## src/rtl/nn_layer_sequencer.sv

```systemverilog
// nn_layer_sequencer: steps a programmable layer table through LOAD/RUN/DRAIN/NEXT for the NN datapath
// Optional feature macro: NN_SEQ_TIMEOUT_EN (per-layer RUN cycle limit with sticky timeout_err)
// Ports: clk/reset (sync, active-high); start/abort/num_layers run control;
//        cfg_we/cfg_idx/cfg_nk/cfg_wbase/cfg_rbase/cfg_wrbase layer-table writes (ignored while busy);
//        ag_finished/ag_neuron_finished from the address generator;
//        ag_load + ag_nk/ag_wbase/ag_rbase/ag_wrbase to the address generator;
//        mac_en/mac_clr/res_we to the MAC/activation path; layer_idx/busy/done/timeout_err status.
module nn_layer_sequencer #(
    parameter int NUM_LAYERS = 4,
    parameter int AW         = 8,
    parameter int PIPE_DEPTH = 2,
    parameter int TIMEOUT    = 1023
) (
    input  logic                            clk,
    input  logic                            reset,
    input  logic                            start,
    input  logic                            abort,
    input  logic [$clog2(NUM_LAYERS+1)-1:0] num_layers,
    input  logic                            cfg_we,
    input  logic [$clog2(NUM_LAYERS)-1:0]   cfg_idx,
    input  logic [AW-1:0]                   cfg_nk,
    input  logic [AW-1:0]                   cfg_wbase,
    input  logic [AW-1:0]                   cfg_rbase,
    input  logic [AW-1:0]                   cfg_wrbase,
    input  logic                            ag_finished,
    input  logic                            ag_neuron_finished,
    output logic                            ag_load,
    output logic [AW-1:0]                   ag_nk,
    output logic [AW-1:0]                   ag_wbase,
    output logic [AW-1:0]                   ag_rbase,
    output logic [AW-1:0]                   ag_wrbase,
    output logic                            mac_en,
    output logic                            mac_clr,
    output logic                            res_we,
    output logic [$clog2(NUM_LAYERS)-1:0]   layer_idx,
    output logic                            busy,
    output logic                            done,
    output logic                            timeout_err
);
    localparam int LW = $clog2(NUM_LAYERS);
    localparam int NW = $clog2(NUM_LAYERS + 1);
    localparam int CW = $clog2(PIPE_DEPTH + 2);

    typedef enum logic [2:0] {S_IDLE, S_LOAD, S_RUN, S_DRAIN, S_NEXT, S_DONE} state_t;

    state_t        r_state;
    logic [AW-1:0] r_tab_nk  [NUM_LAYERS];
    logic [AW-1:0] r_tab_wb  [NUM_LAYERS];
    logic [AW-1:0] r_tab_rb  [NUM_LAYERS];
    logic [AW-1:0] r_tab_wrb [NUM_LAYERS];
    logic [AW-1:0] r_ag_nk, r_ag_wb, r_ag_rb, r_ag_wrb;
    logic [NW-1:0] r_num;
    logic [LW-1:0] r_idx;
    logic [CW-1:0] r_dcnt;
    logic          w_load, w_last, w_tmo;

    // During LOAD the buses show the table entry directly; afterwards the captured copy holds them.
    assign w_load    = r_state == S_LOAD;
    assign ag_load   = w_load;
    assign ag_nk     = w_load ? r_tab_nk[r_idx]  : r_ag_nk;
    assign ag_wbase  = w_load ? r_tab_wb[r_idx]  : r_ag_wb;
    assign ag_rbase  = w_load ? r_tab_rb[r_idx]  : r_ag_rb;
    assign ag_wrbase = w_load ? r_tab_wrb[r_idx] : r_ag_wrb;
    assign mac_en    = r_state == S_RUN;
    assign res_we    = mac_en && ag_neuron_finished;
    assign mac_clr   = w_load || res_we;
    assign layer_idx = r_idx;
    assign busy      = r_state != S_IDLE && r_state != S_DONE;
    assign done      = r_state == S_DONE;
    // Last layer of the run, also capped at the table end so layer_idx never wraps.
    assign w_last    = (NW'(r_idx) + NW'(1) == r_num) || (r_idx == LW'(NUM_LAYERS - 1));

    always_ff @(posedge clk) begin
        if (reset) begin
            r_state  <= S_IDLE;
            r_num    <= '0;
            r_idx    <= '0;
            r_dcnt   <= '0;
            r_ag_nk  <= '0;
            r_ag_wb  <= '0;
            r_ag_rb  <= '0;
            r_ag_wrb <= '0;
            for (int i = 0; i < NUM_LAYERS; i++) begin
                r_tab_nk[i]  <= '0;
                r_tab_wb[i]  <= '0;
                r_tab_rb[i]  <= '0;
                r_tab_wrb[i] <= '0;
            end
        end else begin
            if (cfg_we && !busy) begin
                r_tab_nk[cfg_idx]  <= cfg_nk;
                r_tab_wb[cfg_idx]  <= cfg_wbase;
                r_tab_rb[cfg_idx]  <= cfg_rbase;
                r_tab_wrb[cfg_idx] <= cfg_wrbase;
            end
            if (w_load) begin
                r_ag_nk  <= r_tab_nk[r_idx];
                r_ag_wb  <= r_tab_wb[r_idx];
                r_ag_rb  <= r_tab_rb[r_idx];
                r_ag_wrb <= r_tab_wrb[r_idx];
            end
            if (abort && r_state != S_IDLE) r_state <= S_IDLE;
            else begin
                case (r_state)
                    S_IDLE: if (start && num_layers != '0) begin
                        r_num   <= num_layers;
                        r_idx   <= '0;
                        r_state <= S_LOAD;
                    end
                    S_LOAD: r_state <= (r_tab_nk[r_idx] == '0) ? S_NEXT : S_RUN;
                    S_RUN: if (ag_finished) begin
                        r_dcnt  <= CW'(PIPE_DEPTH);
                        r_state <= S_DRAIN;
                    end else if (w_tmo) r_state <= S_IDLE;
                    // A count of 0 or 1 both leave now, so PIPE_DEPTH=0 still spends one cycle here.
                    S_DRAIN: if (r_dcnt <= CW'(1)) r_state <= S_NEXT;
                             else r_dcnt <= r_dcnt - 1'b1;
                    S_NEXT: if (w_last) r_state <= S_DONE;
                    else begin
                        r_idx   <= r_idx + 1'b1;
                        r_state <= S_LOAD;
                    end
                    S_DONE:  r_state <= S_IDLE;
                    default: r_state <= S_IDLE;
                endcase
            end
        end
    end

`ifdef NN_SEQ_TIMEOUT_EN
    localparam int TW = $clog2(TIMEOUT + 1);
    logic [TW-1:0] r_tcnt;
    logic          r_terr;
    assign w_tmo       = r_tcnt == TW'(TIMEOUT - 1);
    assign timeout_err = r_terr;
    // The counter idles at zero outside RUN, so every RUN entry starts counting from zero.
    always_ff @(posedge clk) begin
        if (reset) begin
            r_tcnt <= '0;
            r_terr <= 1'b0;
        end else begin
            r_tcnt <= mac_en ? r_tcnt + 1'b1 : '0;
            if (r_state == S_IDLE && start && num_layers != '0) r_terr <= 1'b0;
            else if (mac_en && w_tmo && !ag_finished && !abort) r_terr <= 1'b1;
        end
    end
`else
    assign w_tmo       = 1'b0;
    assign timeout_err = 1'b0;
`endif
endmodule

```

## config.mk

```make
export PLATFORM = sky130hd
export DESIGN_NAME = nn_layer_sequencer
export DESIGN_NICKNAME = d
export VERILOG_FILES = /design/src/rtl/nn_layer_sequencer.sv
export SDC_FILE = /design/constraint.sdc
export NUM_CORES = 1
export LEC_CHECK = 0
export ABC_AREA = 1
export BUFFER_PORTS_ARGS = -buffer_cell sky130_fd_sc_hd__buf_2
export CORE_MARGIN = 1
export CORE_UTILIZATION = 43
export CTS_CLUSTER_DIAMETER = 150
export DETAILED_ROUTE_END_ITERATION = 8
export GPL_ROUTABILITY_DRIVEN = 0
export GPL_TIMING_DRIVEN = 0
export PLACE_DENSITY = 0.65
export SLEW_MARGIN = 20
export SYNTH_ARGS = -nofsm -noshare
export SYNTH_HDL_FRONTEND = slang
export SYNTH_SLANG_ARGS = --single-unit
```

## constraint.sdc

```tcl
create_clock -name clk -period 4.3 [get_ports clk]
set_input_delay 0.43 -clock clk [delete_from_list [all_inputs] [get_ports clk]]
set_output_delay 0.43 -clock clk [all_outputs]
set_load 0.01 [all_outputs]
```

==> metrics.cfg <==
[cts]
post_cts_resized = 0
insertion_delay_ns = 0.43
postCtsSetupRepairBufs = 0
cts_buffer_depth = 2
clkTransAtPathRegs_ns = 0.07
htreeDepth = 4
cts_hold_buf = 0
cts.sinks = 172
ctsRootBufferMaster = clkbuf_16
tritoncts = done
numCtsBuffers = 17

[critical_path]
arrival_ns = 2.41
r2r_end = r_tab_wrb[3][4]
reg2regPathDepth = 10
crit_buf_inv = 4
cp_max_fo = 10
worst_setup_path_start_kind = flop
max_stage_delay_ns = 0.42
worst_setup_path_end_kind = output pin
slowest_stage = clkbuf_1
criticalPathCategory = flop to output pin
regToRegSetupSlack_ns = 1.96
cp_cell_sequence = inv_2, buf_2, clkbuf_1, o21ai_0, o22ai_1, nand2_1, nand2_1, buf_2
crit_family = buffers and inverters
r2r-start = r_state[1]
crit_required_ns = 3.87

[global_routing]
met1_usage = 0.302
grt_pass1_vias = 5539
antenna_found_initial = 0
grt_pass1_wl_um = 29700
grt_use_met2 = 0.364
overflow = 0
grtUsageMet3 = 0.0389
grt.busiest_layer = met2
track_usage = 0.226
grt_max_degree = 26

[timing]
fin_ws_ns = 1.46
max_freq_ghz = 0.352
hold_viol_final = 0
drv_slew = 0
layout_min_cycle_time_ns = 2.84
fin_skew_ns = 0.00615
fin_crit_sh = 0.660
tightestPinTransition_ns = 0.823
slew_headroom = 0.451
rsz0062_at_grt = false
finalSetupViolCount = 0

[power_and_ir_drop]
power_per_cell_area_mw_per_mm2 = 483
ir_drop_mv = 0.319
cellLeakagePower_nw = 3.96

[routing]
wl_per_cell_um = 17.1
drt-total-wl_um = 19200
dr.pass1.iters = 5
drc = 0
first_iter_violations = 506
antenna_left = 0
vias = 5742
via_per_inst = 5.09

[run_status]
status = finished clean

[floorplanning]
io_pins = 85
num_rows = 47
fp.dieW_um = 134
die_h_um = 134
dieArea_sq_mm = 0.0179
start_util = 0.445
core-area_sq_mm = 0.0168

[final_layout]
utilization = 0.529
antenna_cells = 0
drive_above_1_share = 0.189
fill_cells = 1597
instances_no_fill = 1127
layout.nets = 940
final_cell_area_sq_mm = 0.00890
syn2layout_area_growth_pct = 18.9

[logic_synthesis]
synth.distinct_cells = 29
seq_area_frac_synth = 0.631
synthDominantCellAreaShare = 0.513
yosysWarnings = 0
synthCells = 786
avgSynthCellArea_sq_um = 9.52
syn_area_sq_mm = 0.00749
synth_top_cell_by_area = edfxtp_1
synth-seq-cells = 172
ys_top_cells_by_area = edfxtp_1 (51%), dfxtp_1 (12%), nor2_1 (9.6%)
syn-num-nets = 832

[min_path]
hold_path_depth = 3
hold_class = primary input to flop
min_to = r_num[2]
hp-start = num_layers[2]

[job]
drv_cap = 0

[placed_design]
hpwl_um = 12700
placed_cell_area_sq_mm = 0.00828
placed_cells = 1095
io_buffers = 82
dpl_worst_slack_ns = 1.67

[sequential cells by signal, indices dropped and copies added (netlist names), 8 cells and up, named ones only]
register,flops
r_tab_nk,32
r_tab_rb,32
r_tab_wb,32
r_tab_wrb,32
r_ag_nk,8
r_ag_rb,8
r_ag_wb,8
r_ag_wrb,8
[final cells by class]
cell class                 count  area, sq um  share of cell area
buffer                        43          280              0.0315
clock buffer                  17          425              0.0478
clock inverter                15          195              0.0219
inverter                      55          209              0.0235
multi-input combinational    516         2280               0.257
sequential                   172         4720               0.531
tap                          220          275              0.0309
timing repair buffer          89          504              0.0567
[worst register-to-register path: stages (launching register included)]
cell	delay, ns
dfxtp_1	0.36
inv_2	0.07
nand2_1	0.10
nor2_4	0.05
nor2_1	0.23
inv_2	0.09
nand3_4	0.13
nor2_4	0.08
nor3_2	0.52
buf_6	0.23
buf_4	0.20
[cell usage after synthesis]
cell type,n
nor2_1,192
nand2_1,151
edfxtp_1,128
o21ai_0,59
inv_1,46
dfxtp_1,44
a21oi_1,40
nand3_1,27
o22ai_1,24
clkbuf_1,14
buf_2,11
buf_6,10
buf_4,8
inv_2,7
nor2_4,4
nand2_4,3
nor2_2,3
nor3_1,3
ha_1,2
clkinv_1,1
conb_1,1
inv_4,1
nand3_4,1
o211a_1,1
o211ai_1,1
o21ai_1,1
o21bai_1,1
or2_2,1
xnor2_1,1
[power by group]
| part | switching (W) | leakage, nW | internal [W] |
|---|---|---|---|
| logic | 0.000476 | 1.98 | 0.000219 |
| registers | 0.0000393 | 1.69 | 0.00194 |
| clock network | 0.000654 | 0.296 | 0.000971 |
| total | 0.00117 | 3.96 | 0.00313 |
[cell usage in the layout, fill, tap and decap left out, types with 2 or more instances in the layout]
master / instances
bufinv_16: 4
ha_1: 2
nand2_4: 3
edfxtp_1: 128
nor2_1: 192
clkinvlp_4: 2
buf_4: 11
inv_1: 46
nand2_1: 148
clkinv_1: 4
inv_6: 2
inv_2: 7
buf_2: 93
buf_12: 3
nand2_2: 3
a21oi_1: 40
o21ai_0: 59
nor3_1: 2
clkbuf_1: 14
nand3_1: 27
clkbuf_16: 17
dfxtp_1: 44
nor2_2: 3
nor2_4: 4
buf_6: 11
clkinv_4: 3
o22ai_1: 24
[metrics by stage]
step,TNS (ns),power (W),hold slack (ns)
6_report,0,0.00430,0.270
5_1_grt,0,0.00445,0.286
4_1_cts,0,0.00430,0.265
3_5_place_dp,0,0.00271,0.464
3_3_place_gp,-50.29,0.00268,0.460
2_1_floorplan,0,0.00243,0.444
[kinds of logic (layout without fill, tap and decap cells)]
family | after synthesis | in the layout | synth area share
and+or+nand+nor | 385 | 385 | 0.208
buffers and inverters | 98 | 219 | 0.0654
DFF | 172 | 172 | 0.631
xor gates and xnor gates | 1 | 1 | 0.00117
other | 1 | 1 | 0.000501
AOI/OAI and AO/OA | 127 | 127 | 0.0903
adders and majority gates | 2 | 2 | 0.00334
[routing by layer]
layer  wire, um  share of wire  vias to the layer above
met5          0              0                        -
met4        353          0.018                        0
met3       1290          0.067                       34
met2       9100           0.47                      220
met1       8490           0.44                     2666
li1           -              -                     2822
[worst max-delay path by stage]
stage	start	end	slack, ns	depth (start not counted)
finish	flop	ag_rbase[2]	1.46	8
floorplan	reset	r_tab_nk[3][0]	0.55	5
global route	flop	ag_wrbase[0]	1.31	7
detailed placement	reset	r_tab_wrb[3][4]	1.67	7
CTS	flop	ag_wrbase[0]	1.44	8
global placement	reset	r_tab_wb[3][1]	-1.57	5
Note: power is estimated with default switching activity, not from simulation.
